File: src/rtl/cpu_pkg.sv
// Shared types for the RV32I multi-cycle control path.
// ALU opcodes, sequencer states and base opcode constants.
package cpu_pkg;

  typedef enum logic [2:0] {
    ADD = 3'd0,
    SUB = 3'd1,
    AND = 3'd2,
    OR  = 3'd3,
    XOR = 3'd4,
    SLL = 3'd5,
    SRL = 3'd6,
    SLT = 3'd7
  } alu_op_t;

  typedef enum logic [2:0] {
    IDLE      = 3'd0,
    FETCH     = 3'd1,
    DECODE    = 3'd2,
    EXECUTE   = 3'd3,
    WRITEBACK = 3'd4,
    TRAP      = 3'd5
  } seq_state_t;

  localparam logic [6:0] OPC_OP     = 7'b0110011;
  localparam logic [6:0] OPC_OP_IMM = 7'b0010011;

endpackage

File: src/rtl/seq_decoder.sv
// Combinational instruction decode: ALU opcode, operand
// select and illegal-encoding flag from the instruction register.
module seq_decoder
  import cpu_pkg::*;
(
  input  logic [31:0] instr,
  output alu_op_t     alu_op,
  output logic        alu_src_imm,
  output logic        illegal
);

  logic [6:0] w_opc;
  logic [2:0] w_f3;
  logic [6:0] w_f7;
  logic       w_is_r;
  logic       w_is_i;
  logic       w_sub;
  logic       w_unused;

  assign w_opc    = instr[6:0];
  assign w_f3     = instr[14:12];
  assign w_f7     = instr[31:25];
  assign w_unused = ^{instr[24:15], instr[11:7]};

  assign w_is_r = (w_opc == OPC_OP) &&
                  ((w_f7 == 7'b0000000) ||
                   (w_f7 == 7'b0100000));
  assign w_is_i = (w_opc == OPC_OP_IMM);
  assign w_sub  = (w_opc == OPC_OP) &&
                  (w_f7 == 7'b0100000);

  assign illegal     = !(w_is_r || w_is_i);
  assign alu_src_imm = w_is_i;

  always_comb begin
    alu_op = ADD;
    unique case (1'b1)
      (w_f3 == 3'b000): alu_op = w_sub ? SUB : ADD;
      (w_f3 == 3'b001): alu_op = SLL;
      (w_f3 == 3'b010): alu_op = SLT;
      (w_f3 == 3'b011): alu_op = SLT;
      (w_f3 == 3'b100): alu_op = XOR;
      (w_f3 == 3'b101): alu_op = SRL;
      (w_f3 == 3'b110): alu_op = OR;
      (w_f3 == 3'b111): alu_op = AND;
      default:          alu_op = ADD;
    endcase
  end

endmodule

File: src/rtl/multicycle_sequencer.sv
// Multi-cycle fetch/decode/execute/writeback sequencer for RV32I ALU ops.
// Define SEQ_INSTRET_EN to build the retired-instruction counter.
module multicycle_sequencer
  import cpu_pkg::*;
#(
  parameter logic [31:0] RESET_PC = 32'h0000_0000
) (
  input  logic        clk,
  input  logic        reset,
  input  logic        run,
  output logic        imem_req,
  output logic [31:0] imem_addr,
  input  logic        imem_ready,
  input  logic [31:0] imem_rdata,
  output logic [31:0] pc,
  output logic [31:0] instr,
  output logic [2:0]  alu_op,
  output logic        alu_src_imm,
  output logic        reg_write,
  output logic        pc_write,
  output logic [2:0]  state,
  output logic        trap,
  output logic [31:0] instret
);

  seq_state_t r_state;
  seq_state_t w_next;
  logic [31:0] r_pc;
  logic [31:0] r_instr;
  alu_op_t     w_alu_op;
  logic        w_src_imm;
  logic        w_illegal;

  seq_decoder u_dec (
    .instr       (r_instr),
    .alu_op      (w_alu_op),
    .alu_src_imm (w_src_imm),
    .illegal     (w_illegal)
  );

  always_comb begin
    w_next = r_state;
    unique case (1'b1)
      (r_state == IDLE):
        w_next = run ? FETCH : IDLE;
      (r_state == FETCH):
        w_next = imem_ready ? DECODE : FETCH;
      (r_state == DECODE):
        w_next = w_illegal ? TRAP : EXECUTE;
      (r_state == EXECUTE):
        w_next = WRITEBACK;
      (r_state == WRITEBACK):
        w_next = run ? FETCH : IDLE;
      default:
        w_next = TRAP;
    endcase
  end

  always_ff @(posedge clk or negedge reset) begin
    if (!reset) begin
      r_state <= IDLE;
      r_pc    <= RESET_PC;
      r_instr <= '0;
    end else begin
      r_state <= w_next;
      if (r_state == FETCH && imem_ready)
        r_instr <= imem_rdata;
      if (r_state == WRITEBACK)
        r_pc <= r_pc + 32'd4;
    end
  end

`ifdef SEQ_INSTRET_EN
  logic [31:0] r_instret;

  always_ff @(posedge clk or negedge reset) begin
    if (!reset)
      r_instret <= '0;
    else if (r_state == WRITEBACK)
      r_instret <= r_instret + 32'd1;
  end

  assign instret = r_instret;
`else
  assign instret = '0;
`endif

  assign imem_req    = (r_state == FETCH);
  assign imem_addr   = r_pc;
  assign pc          = r_pc;
  assign instr       = r_instr;
  assign alu_op      = w_alu_op;
  assign alu_src_imm = w_src_imm;
  // rd == x0 retires normally but never writes the register file
  assign pc_write    = (r_state == WRITEBACK);
  assign reg_write   = pc_write && (r_instr[11:7] != 5'd0);
  assign state       = r_state;
  assign trap        = (r_state == TRAP);

endmodule

File: config.mk
export PLATFORM = sky130hd
export DESIGN_NAME = multicycle_sequencer
export DESIGN_NICKNAME = d
export VERILOG_FILES = /design/src/rtl/cpu_pkg.sv /design/src/rtl/seq_decoder.sv /design/src/rtl/multicycle_sequencer.sv
export SDC_FILE = /design/constraint.sdc
export NUM_CORES = 1
export LEC_CHECK = 0
export BUFFER_PORTS_ARGS = -buffer_cell sky130_fd_sc_hd__buf_4
export CORE_MARGIN = 2
export CORE_UTILIZATION = 46
export DETAILED_ROUTE_END_ITERATION = 16
export GPL_ROUTABILITY_DRIVEN = 0
export GPL_TIMING_DRIVEN = 0
export HOLD_SLACK_MARGIN = 0.15
export PLACE_DENSITY = 0.79
export SLEW_MARGIN = 20
export SYNTH_ARGS = -nofsm -noshare
export SYNTH_HDL_FRONTEND = slang
export SYNTH_SLANG_ARGS = --single-unit
File: constraint.sdc
create_clock -name clk -period 1.62 [get_ports clk]
set_input_delay 0.162 -clock clk [delete_from_list [all_inputs] [get_ports clk]]
set_output_delay 0.162 -clock clk [all_outputs]
set_load 0.02 [all_outputs]
# Yosys cells after proc, flatten, opt, wreduce, memory -nomap -nowiden
# Cells that the tools add are included.
dict set report classes {
  add_sub_neg 1
  eq_ne 15
  n_mux 6
  n_reduce_logical 12
}
# operator n
set op_table {}
lappend op_table {{$add A32 B3 Y32 const B} 1}
lappend op_table {{$pmux W3 S7} 1}
lappend op_table {{$eq A3 B3 Y1 const B} 6}
lappend op_table {{$eq A7 B6 Y1 const B} 2}
lappend op_table {{$eq A3 B2 Y1 const B} 4}
lappend op_table {{$pmux W3 S4} 1}
lappend op_table {{$eq A7 B5 Y1 const B} 1}
lappend op_table {{$logic_not A7 Y1} 1}
lappend op_table {{$eq A3 B1 Y1 const B} 2}
lappend op_table {{$logic_not A3 Y1} 2}
lappend op_table {{$reduce_bool A5 Y1} 1}
lappend op_table {{$logic_and A1 B1 Y1} 4}
lappend op_table {{$reduce_or A2 Y1} 2}
lappend op_table {{$mux W3} 1}
lappend op_table {{$logic_or A1 B1 Y1} 2}
lappend op_table {{$mux W1} 2}
lappend op_table {{$mux W2} 1}
dict set report totals {
  ff_bits 67
  input_bits 36
  output_inout_bits 139
}

# Depth between registers and ports, before layout
# Gate-level depths: netlist (run 1).
dict set report logic_depth {
  depth_word 6
  depth_mapped 6
}

# Modules after synthesis
# A second synthesis (run 1) with hierarchy kept.
dict set report hier_totals {
  hier_cells 286
  area_unflattened_um2 3345.7
}
# mod n_inst cells_each area_per_inst_um2
set modules_own_cells {}
lappend modules_own_cells {multicycle_sequencer 1 271 3250.6}
lappend modules_own_cells {seq_decoder 1 15 95.1}

# Worst setup path before layout (run 1)
# Ideal clock, no wire load.
dict set report synth_timing {
  kind {register to register}
  startpoint {register r_state[0] (netlist: state[0])}
  endpoint {register r_instr[0] (netlist: instr[0])}
  arrival_time_ns 1.791
  t_required_ns 1.495
  slack_ns -0.295
  stages_incl_launch_ff 7
  path_buffers 2
  path_cell_list {dfrtp_1 -> inv_1 -> nor3_2 -> and2_1 -> buf_4 -> buf_6 -> mux2_2}
}
dict set report synth_between {
  elab_chain_len 2
}
# item line_no
set synth_rtl {}
lappend synth_rtl {{start: declaration} multicycle_sequencer.sv:26} ;# seq_state_t r_state;
lappend synth_rtl {{start signal: assignment} multicycle_sequencer.sv:65} ;# r_state <= w_next;
lappend synth_rtl {{$eq A3 B1 Y1} -}
lappend synth_rtl {{named net imem_req} multicycle_sequencer.sv:11} ;# output logic imem_req,
lappend synth_rtl {{$logic_and A1 B1 Y1} multicycle_sequencer.sv:66} ;# if (r_state == FETCH && imem_ready)
lappend synth_rtl {{end signal: assignment} multicycle_sequencer.sv:67} ;# r_instr <= imem_rdata;
lappend synth_rtl {{end: declaration} multicycle_sequencer.sv:29} ;# logic [31:0] r_instr;
# The timed path passes the listed nets, and every way through them passes these cells.
# A chain may end at the register's enable or synchronous reset.

# Worst setup path after layout (run 1)
dict set report layout_timing {
  startpoint {register r_instr[2] (netlist: instr[2])}
  endpoint {output port alu_op[0]}
}
dict set report layout_between {
  elab_chain_len 4
}
# item line_no
set layout_rtl {}
lappend layout_rtl {{$eq A7 B6 Y1} seq_decoder.sv:29} ;# assign w_sub = (w_opc == OPC_OP) &&
lappend layout_rtl {{$logic_and A1 B1 Y1} seq_decoder.sv:29}
lappend layout_rtl {{$mux W1} seq_decoder.sv:38} ;# (w_f3 == 3'b000): alu_op = w_sub ? SUB : ADD;
lappend layout_rtl {{$pmux W3 S7} seq_decoder.sv:37} ;# unique case (1'b1)
lappend layout_rtl {{end: declaration} multicycle_sequencer.sv:17} ;# output logic [2:0] alu_op,
# Every way passes these cells.

==> results of run 1 <==
power by group through the flow:
stage	registers, mW	logic (mW)	clock network, mW
after global placement	2.64	3.47	0
final	2.71	4.09	1.45
after global routing	2.78	4.31	1.52
after floorplan	3.19	1.55	0
after detailed placement	2.66	3.56	0
after CTS	2.63	3.83	1.46
sequential cells by signal, indices dropped and copies added (netlist names):
signal / flops
imem_addr: 30
instr: 32
state: 3
logic make-up (layout without fill, tap and decap cells):
kind of cell             Yosys count  in the layout  synth area share [%]
AO/OA/AOI/OAI                      9              9                  1.60
AND/OR/NAND/NOR                   71             71                  13.1
other                              1             36                 0.111
adder cells (fa/ha/maj)            1              1                 0.371
flip-flops                        65             65                  48.3
XOR/XNOR                          29             29                  7.76
buffers and inverters             79            284                  17.7
multiplexers                      33             33                  11.0
synth_stat cells:
library cell and count:
a211oi_1 1, a21oi_1 1, a31o_2 1, and2_1 3, and3_1 6, and3_2 3, and3_4 1, and4_1 4
buf_4 70, buf_6 5, clkbuf_1 1, conb_1 1, dfrtp_1 65, ha_1 1, inv_1 3, mux2_1 3
mux2_2 30, nand2_1 13, nand2b_1 1, nand3_1 8, nand4_1 14, nand4b_1 2, nor2_1 7, nor3_1 2
nor3_2 1, nor3b_4 1, nor4_1 1, nor4_4 1, nor4b_1 1, o21a_1 1, o21ai_0 5, or4_1 2
xnor2_1 24, xor2_1 4, xor2_2 1
timing repair:
item                                    in CTS  in global routing
endpoints found under the setup margin      47                 52
pin swaps                                    5                  4
hold endpoints to repair                    98                  0
buffers inserted                            13                  6
hold buffers                                34                  0
gates resized for setup                      8                 17
per-stage QoR:
step | TNS (ns) | instances | util (%)
finish | -0.894 | 627 | 77.1
global route | -1.13 | 627 | 77.1
floorplan | -6.55 | 323 | -
CTS | -0.688 | 621 | 75.6
global placement | -1.20 | 560 | 66.4
detailed placement | -2.31 | 560 | 66.4
worst max-delay path: stages, from the launching register on:
cell and delay, ns:
dfrtp_2 0.42, nor4b_4 0.30, nand3_2 0.13, or4_4 0.50
nand2_2 0.08, buf_6 0.12
per-layer routing:
metal  share of wire, %  vias up  track usage, %
met3                9.0       19            7.22
met5                  0        -               0
met1                 38     1406            27.0
met2                 51      138            39.4
met4                2.0        0            8.96
li1                   -     1349               -
worst max path at each step:
stage / startpoint / to / slack [ns] / cells past startpoint
after global placement: instr[3]$_DFFE_PN0N_ / alu_op[0] / -0.17 / 5
final: instr[2]$_DFFE_PN0N_ / alu_op[0] / -0.43 / 5
after global routing: instr[2]$_DFFE_PN0N_ / alu_op[0] / -0.47 / 5
after floorplan: state[1]$_DFF_PN0_ / imem_addr[12]$_DFFE_PN0P_ / -0.15 / 6
after detailed placement: instr[3]$_DFFE_PN0N_ / alu_op[0] / -0.16 / 5
after CTS: instr[2]$_DFFE_PN0N_ / alu_op[0] / -0.44 / 5
cell type report:
class,count,area [um2]
timing repair buffer,191,1540
clock inverter,2,35.0
tap,99,124
clock buffer,14,173
buffer,74,608
fill,448,1640
multi-input combinational,179,1410
inverter,3,11.3
sequential,65,1640
layout by cell type, fill, tap and decap left out, types with 8 or more instances in the layout:
cell type	n
clkbuf_8	12
mux2_2	17
buf_4	219
dlygate4sd3_1	34
xnor2_1	24
buf_6	9
nand2_1	10
dfrtp_2	8
nand4_1	14
dfrtp_1	57
conb_1	36
mux2_4	14
==> impl_results.md, run 1 <==
* Setup crit start kind: flop
* Dominant cells by area after synthesis: dfrtp_1 48%, buf_4 16%, mux2_2 10%
* H-tree depth at 3
* Pwr per Cell Area at 1490 nW/um2
* Largest net degree at the start of global routing at 66
* Reg-to-reg startpoint: instr[2]$_DFFE_PN0N_
* Fin area at 5530 um2
* CTS Buffer Depth at 2
* Clock-pin transition on the worst setup and hold timing paths at 0.07 ns
* Min-Delay Path Class: input pin to flop
* Final hold slack at 0.325 ns
* Final Hold Viols at 0
* Setup crit end kind: output port
* Setup CP Type: flop to output port
* Starting density of the core at 46.9%
* Area grow syn2layout at 64.3%
* P_int at a little over 5 mW
* Final nets at 560
* Worst skew pair latency at 0.33 ns
* Number of global-route vias before repair at approximately 2900
* Drc violations at 0
* HP Start: imem_ready
* Cell count after synthesis at 288
* Die X at around 90 um
* Area of the mapped netlist at 3370 um2
* Static leakage at 2.84 nW
* ANT cells at 0
* Post-DR vias/cell at approximately 4.6
* WHS Path Cells at 4
* Max-slew violations at 0
* Total Power at 8.26 mW
* IO Pins at 175
* Final Worst Setup Slack at -0.427 ns
* Flop pwr share at 32.8%
* Clock sink count at 65
* Detailed Place HPWL at 5880 um
* # setup viols final at 5
* Sw frac at a little under two fifths
* Clk Tree Root Cell: clkbuf_8
* Antenna violations before repair at 0
* Part of the cycle the worst path needs at 126%
* Hold EP: state[0]$_DFF_PN0_
* # port buffers at 138
* TritonCTS clock tree: done
* Antenna-violating nets left at 0
* Worst R2R Setup Slack at -0.08 ns
* Height of the die at 89.6 um
* Core box area at 7180 um2
* Die area at 8020 um2
* Synth area leader: dfrtp_1
* DP Worst Slack at -0.163 ns
* Synthesized flop and latch total at 65
* Routed wire per std cell at 15.1 um
* Register area share after synthesis at 48.3%
* Placement Cell Area at 4760 um2
* Wirelength, routed at 9460 um
* Status: finished with violations
* Worst reg2reg path endpoint: state[1]$_DFF_PN0_
* Synth top area share at 48.3%
* Global-route wire length before repair at 14000 um
* Worst path required time at 1.46 ns
* Worst-case clock skew at 0.00804 ns
* Cells on worst reg2reg path at 7
* Worst relative slew slack at about 45%
* GRT overflow at 0
* Combinational power share at 49.6%
* RSZ-0062 raised after global routing: yes
* Arr. time, crit path at 1.88 ns
* Slew @ Worst Pin at 0.822 ns
* GRT Overall Usage at approximately 23%
* Mean Syn Cell Area at approximately 12 um2
* Distinct cells, synth at 35
* Vias at 2912
* Switching power at 3.15 mW
* Violated checks: negative setup slack
* DR iter-0 viols at 59
* Max-cap violations at 0
* Peak supply drop at 0.00123 V
* Tmin final at 2.05 ns
* # rows at 31
* First drt pass iteration count at 4
* Number of synthesis warnings at 0
* Clock group share of total power at 17.6%
* Fmax at 489 MHz
* CTS buffer count at 9
* Share of layout cells above drive strength 1 at between 50 and 60%
* Crit Path Max Fanout at 2
Power figures use the tool's default switching activity.
==> run 2: changes to the inputs <==
--- a/config.mk
+++ b/config.mk
@@ -13,6 +13,7 @@
 export GPL_TIMING_DRIVEN = 0
 export HOLD_SLACK_MARGIN = 0.15
 export PLACE_DENSITY = 0.79
+export RECOVER_POWER = 25
 export SLEW_MARGIN = 20
 export SYNTH_ARGS = -nofsm -noshare
 export SYNTH_HDL_FRONTEND = slang
==> run 2 against run 1 <==
The flow still finishes with violations (negative setup slack). Die area stayed put. Critical endpoint unchanged. Combinational power is 7.3% lower. Highest routed layer unchanged. Design area is 3.3% lower.
==> impl_results.md, run 2 (same netlist as run 1, synthesis figures left out) <==
* Final nets at 560 (unchanged)
* Final Hold Viols at 0 (unchanged)
* Violated checks: negative setup slack
* DP Worst Slack at -0.163 ns (unchanged)
* H-tree depth at 3 (unchanged)
* CTS buffer count at 9 (unchanged)
* Fmax at 489 MHz (about the same)
* Die X at 89.6 um (unchanged)
* Largest net degree at the start of global routing at 66 (unchanged)
* Worst-case clock skew at 0.00771 ns (-0.000336 ns)
* Worst path required time at 1.46 ns (about the same)
* Status: finished with violations
* First drt pass iteration count at 4 (unchanged)
* Core box area at 7180 um2 (unchanged)
* Height of the die at 89.6 um (unchanged)
* Clk Tree Root Cell: clkbuf_8
* Fin util at 74.6% (-2.5 points)
* Vias at 2909 (-0.10%)
* Max-slew violations at 0 (unchanged)
* TritonCTS clock tree: done
* Setup TNS at -0.873 ns (+0.0208 ns)
* Final Worst Setup Slack at -0.426 ns (+0.000540 ns)
* RSZ-0062 raised after global routing: yes
* Setup crit start kind: flop
* WHS Path Cells at 4 (unchanged)
* Number of flip-flops in the largest register at 32 (unchanged)
* Setup CP Type: flop to output port
* Cells on worst reg2reg path at 7 (unchanged)
* Post-DR vias/cell at 4.64 (-0.10%)
* Layout fillers at 518 (+16%)
* ANT cells at 0 (unchanged)
* Antenna violations before repair at 0 (unchanged)
* Antenna-violating nets left at 0 (unchanged)
* Clock sink count at 65 (unchanged)
* DR iter-0 viols at 62 (+5.1%)
* Pwr per Cell Area at 1480 nW/um2 (-0.51%)
* Drc violations at 0 (unchanged)
* Setup crit end kind: output port
* Max-cap violations at 0 (unchanged)
* Worst relative slew slack at 44.8% (-0.34 points)
* Slew @ Worst Pin at 0.827 ns (+0.00510 ns)
* Wirelength, routed at 9460 um (about the same)
* Most common cell after layout, fill and taps aside: buf_4
* Die area at 8020 um2 (unchanged)
* Routed wire per std cell at 15.1 um (about the same)
* Tmin final at 2.05 ns (-0.000540 ns)
* Clock-pin transition on the worst setup and hold timing paths at 0.07 ns (about the same)
* # port buffers at 138 (unchanged)
* Commonest non-fill, non-tap cells in the layout: 172 x buf_4, 61 x dfrtp_1, 49 x clkbuf_1
* GRT overflow at 0 (unchanged)
* IO Pins at 175 (unchanged)
* Share of layout cells above drive strength 1 at 48.5% (-9.7 points)
* Worst skew pair latency at 0.33 ns (about the same)
* # setup viols final at 5 (unchanged)
* Arr. time, crit path at 1.88 ns (about the same)
* Part of the cycle the worst path needs at 126% (about the same)
* GRT Overall Usage at 23.0% (unchanged)
* Peak supply drop at 0.00114 V (-6.6%)
* Final hold slack at 0.318 ns (-0.00632 ns)
* Starting density of the core at 46.9% (unchanged)
* Number of global-route vias before repair at 2874 (unchanged)
* Min-Delay Path Class: input pin to flop
* Crit Path Max Fanout at 2 (unchanged)
* Static leakage at 2.66 nW (-6.3%)
* Detailed Place HPWL at 5880 um (unchanged)
* Global-route wire length before repair at 14000 um (unchanged)
* CTS Buffer Depth at 2 (unchanged)
* Area grow syn2layout at 58.9%
* # rows at 31 (unchanged)
run 2: cell types whose count changed in the layout (fill, tap and decap cells not counted), sizes merged:
cell,delta
clkbuf,+47
buf,-47
run 2: worst paths after layout:
kind	startpoint	endpoint	slack, ns
min reg2reg	imem_addr[31]$_DFFE_PN0P_	imem_addr[31]$_DFFE_PN0P_	0.50
max in group asynchronous	reset	instr[2]$_DFFE_PN0N_	0.54
max reg2reg	instr[2]$_DFFE_PN0N_	state[1]$_DFF_PN0_	-0.07
min in group asynchronous	reset	instr[29]$_DFFE_PN0N_	0.49
min	imem_ready	state[0]$_DFF_PN0_	0.32
max	instr[2]$_DFFE_PN0N_	alu_op[0]	-0.43
run 2: final cells by class:
class / instances / area [um2] / area share, %
multi-input cells: 179 / 1410 / 26.3
plain buffers: 74 / 608 / 11.4
well taps: 99 / 124 / 2.31
repair buffers: 191 / 1360 / 25.4
clock inverters: 2 / 35.0 / 0.655
flip-flops and latches: 65 / 1630 / 30.5
clock buffers: 14 / 173 / 3.23
inverters: 3 / 11.3 / 0.210
run 2: worst max-delay path, stage by stage (launching register included):
cell	delay, ns
dfrtp_2	0.42
nor4b_4	0.30
nand3_2	0.13
or4_4	0.50
nand2_2	0.08
buf_6	0.12
run 2: layer usage:
layer | track usage (%) | part of all wire, % | up-vias
met4 | 8.96 | 2.0 | 0
met5 | 0 | 0 | -
met2 | 39.4 | 51 | 147
li1 | - | - | 1350
met3 | 7.22 | 8.9 | 19
met1 | 27.0 | 38 | 1393
run 2: per-stage QoR:
step	area (um2)	power, mW	cells
final	5350	7.95	627
after global routing	5350	8.30	627
after detailed placement	4760	6.22	560
after global placement	4760	6.11	560
after CTS	5420	7.92	621
after floorplan	3600	4.74	323
run 2: power breakdown:
group | leakage (nW) | switching (mW) | internal, mW
Clock | 0.107 | 0.619 | 0.838
Sequential | 0.823 | 0.553 | 2.14
Combinational | 1.73 | 1.96 | 1.83
run 2: repair_timing:
| item | CTS | global route |
|---|---|---|
| setup endpoints to repair | 47 | 52 |
| gates resized for setup | 8 | 17 |
| hold buffers | 34 | 0 |
| buffers inserted | 13 | 6 |
| hold endpoints to repair | 98 | 0 |
| pin swaps | 5 | 4 |
==> run 3: changes to the inputs <==
--- a/config.mk
+++ b/config.mk
@@ -6,11 +6,10 @@
 export NUM_CORES = 1
 export LEC_CHECK = 0
 export BUFFER_PORTS_ARGS = -buffer_cell sky130_fd_sc_hd__buf_4
-export CORE_MARGIN = 2
 export CORE_UTILIZATION = 46
+export CTS_CLUSTER_SIZE = 40
 export DETAILED_ROUTE_END_ITERATION = 16
 export GPL_ROUTABILITY_DRIVEN = 0
-export GPL_TIMING_DRIVEN = 0
 export HOLD_SLACK_MARGIN = 0.15
 export PLACE_DENSITY = 0.79
 export RECOVER_POWER = 25
==> run 3 against run 2 <==
The flow still finishes with violations (negative setup slack). Combinational power rose by 3%. Utilization decreased by 1.2 points. Sequential share of layout area is 1.6 points higher. Power is 3.2% higher. Non-clock buffer count down 59. Count of clock-buffer cells in the layout decreased by 3. Design area fell by 4.7%. Clock power is 7% higher. Worst setup slack better by 0.040 ns. Worst hold slack worse by 0.096 ns. First-iteration DRC count rose by 44%. Wire length fell by 5.5%.
==> impl_results.md, run 3 (same netlist as run 1, synthesis figures left out) <==
* Height of the die at 87.6 um (-2.2%)
* Number of global-route vias before repair at 2643 (-8.0%)
* GRT Overall Usage at 23.1% (+0.084 points)
* Detailed Place HPWL at 5440 um (-7.5%)
* Max-cap violations at 0 (unchanged)
* ANT cells at 0 (unchanged)
* Total Power at 8.20 mW (+3.2%)
* Final Worst Setup Slack at -0.386 ns (+0.0403 ns)
* # rows at 30 (-3.2%)
* First drt pass iteration count at 4 (unchanged)
* CP delay by family, top: simple AND/OR/NAND/NOR gates
* RSZ-0062 raised after global routing: yes
* Setup CP Type: flop to output port
* Status: finished with violations
* Min-Delay Path Class: input pin to flop
* CTS Buffer Depth at 2 (unchanged)
* Area grow syn2layout at 51.4%
* Tmin final at 2.01 ns (-0.0403 ns)
* Setup crit end kind: output port
* # port buffers at 138 (unchanged)
* Crit Path Max Fanout at 2 (unchanged)
* FF/Latch Area at 1630 um2 (+0.15%)
* IO Pins at 175 (unchanged)
* Setup TNS at -1.02 ns (-0.148 ns)
* Combinational power share at 47.7% (about the same)
* CTS buffer count at 9 (unchanged)
* Part of the cycle the worst path needs at 124% (-2.5 points)
* P_int at 5.06 mW (+5.1%)
* Violated checks: negative setup slack
* Clock group share of total power at 19.1% (+0.8 points)
* Worst path required time at 1.46 ns (about the same)
* Worst skew pair latency at 0.33 ns (about the same)
* Clk Tree Root Cell: clkbuf_8
* Multi-input combinational cell area at 1420 um2 (+0.98%)
* Most common cell after layout, fill and taps aside: buf_4
* DP Worst Slack at -0.0539 ns (+0.109 ns)
* Antenna-violating nets left at 0 (unchanged)
* Clock-pin transition on the worst setup and hold timing paths at 0.08 ns (about the same)
* Max-slew violations at 0 (unchanged)
* Final nets at 501 (-11%)
* Worst path cell trace: nor4b_4, nand3_2, or4_4, nand2_2, buf_6
* WP buf/inv at 1 (unchanged)
* Wirelength, routed at 8940 um (-5.5%)
* Final hold slack at 0.223 ns (-0.0956 ns)
* DR iter-0 viols at 89 (+44%)
* Number of flip-flops in the largest register at 32 (unchanged)
* Starting density of the core at 48.5% (+1.6 points)
* Reg-to-reg startpoint: instr[2]$_DFFE_PN0N_
* Drc violations at 0 (unchanged)
* Slew @ Worst Pin at 0.677 ns (-0.151 ns)
* Post-DR vias/cell at 4.78 (+2.9%)
* Die X at 87.6 um (-2.2%)
* Static leakage at 2.53 nW (-4.8%)
* Layout fillers at 437 (-16%)
* CP max stage cell: or4_4
* Pwr per Cell Area at 1610 nW/um2 (+8.3%)
* Routed wire per std cell at 15.8 um (+4.8%)
* HP Start: imem_ready
* Flop pwr share at 33.3% (-0.6 points)
* Arr. time, crit path at 1.84 ns (-0.04 ns)
* Antenna violations before repair at 0 (unchanged)
* Share of layout cells above drive strength 1 at 53.5% (+5.0 points)
* Launch point of the worst path: instr[2]$_DFFE_PN0N_
* Commonest non-fill, non-tap cells in the layout: 164 x buf_4, 59 x dfrtp_1, 36 x conb_1
* # setup viols final at 5 (unchanged)
* Global-route wire length before repair at 13200 um (-5.5%)
* Fmax at 499 MHz (+2.0%)
* Vias at 2698 (-7.3%)
* Die area at 7670 um2 (-4.4%)
* Peak supply drop at 0.00122 V (+6.6%)
* TritonCTS clock tree: done
* H-tree depth at 3 (unchanged)
* Largest net degree at the start of global routing at 39 (-41%)
* Clock sink count at 65 (unchanged)
* Critical path's largest stage delay at 0.49 ns (about the same)
* GRT overflow at 0 (unchanged)
* Switching power at 3.14 mW (+0.40%)
* Worst relative slew slack at 54.9% (+10 points)
* Sw frac at 38.3% (-1.1 points)
* Setup crit start kind: flop
* Worst-case clock skew at 0.00831 ns (+0.000609 ns)
* Final Hold Viols at 0 (unchanged)
* Core box area at 6940 um2 (-3.2%)
run 3: cell count changes in the layout (fill, tap and decap cells not counted), moves of 2 or more:
cell,change
clkbuf_1,-49
buf_4,-8
buf_6,-6
dfrtp_1,-2
dfrtp_2,+2
run 3: through the flow:
stage	instances	util [%]	area [um2]
2_1_floorplan	323	-	3600
3_3_place_gp	508	63.4	4410
3_5_place_dp	508	63.4	4410
4_1_cts	561	72.2	5010
5_1_grt	565	73.4	5100
6_report	565	73.4	5100
run 3: worst paths after layout:
check                                            end  slack, ns  cells after the start
setup reg to reg                  state[1]$_DFF_PN0_      -0.15                      7
max in group asynchronous       instr[2]$_DFFE_PN0N_       0.14                      3
setup / recovery                           alu_op[0]      -0.39                      5
hold reg to reg            imem_addr[31]$_DFFE_PN0P_       0.50                      1
min in group asynchronous      instr[19]$_DFFE_PN0N_       0.41                      2
hold / removal                    state[0]$_DFF_PN0_       0.22                      4
run 3: what timing repair did:
| action | in CTS | in global routing |
|---|---|---|
| pin swaps | 2 | 5 |
| gates resized for setup | 5 | 14 |
| gates cloned | 0 | 1 |
| endpoints found under the hold margin | 98 | 0 |
| hold buffers | 34 | 0 |
| buffers inserted | 4 | 3 |
| setup endpoints to repair | 3 | 18 |
run 3: layout make-up:
class                      instances  area share (%)
sequential                        65            32.0
multi-input combinational        179            27.9
inverter                           3           0.221
tap                               96            2.36
clock inverter                     5            1.52
clock buffer                      11            2.97
timing repair buffer             206            33.0
run 3: layer usage:
metal	track usage, %	share of wire (%)	vias up
li1	-	-	1237
met1	28.2	42	1305
met2	38.0	49	144
met4	7.45	1.4	0
met3	8.77	7.1	12
met5	0	0	-
run 3: worst reg2reg max path: cells and delay by family (launching register included):
| family | cells | cell delay, ns |
|---|---|---|
| AO/OA/AOI/OAI | 2 | 0.48 |
| buffers and inverters | 3 | 0.41 |
| flip-flops | 1 | 0.43 |
| AND/OR/NAND/NOR | 2 | 0.40 |
run 3: power groups by stage:
stage | Sequential [mW] | Clock [mW] | Combinational [mW]
after floorplan | 3.19 | 0 | 1.55
after global placement | 2.59 | 0 | 3.49
after detailed placement | 2.62 | 0 | 3.55
after CTS | 2.60 | 1.58 | 3.71
after global routing | 2.78 | 1.68 | 4.10
final | 2.73 | 1.56 | 3.91
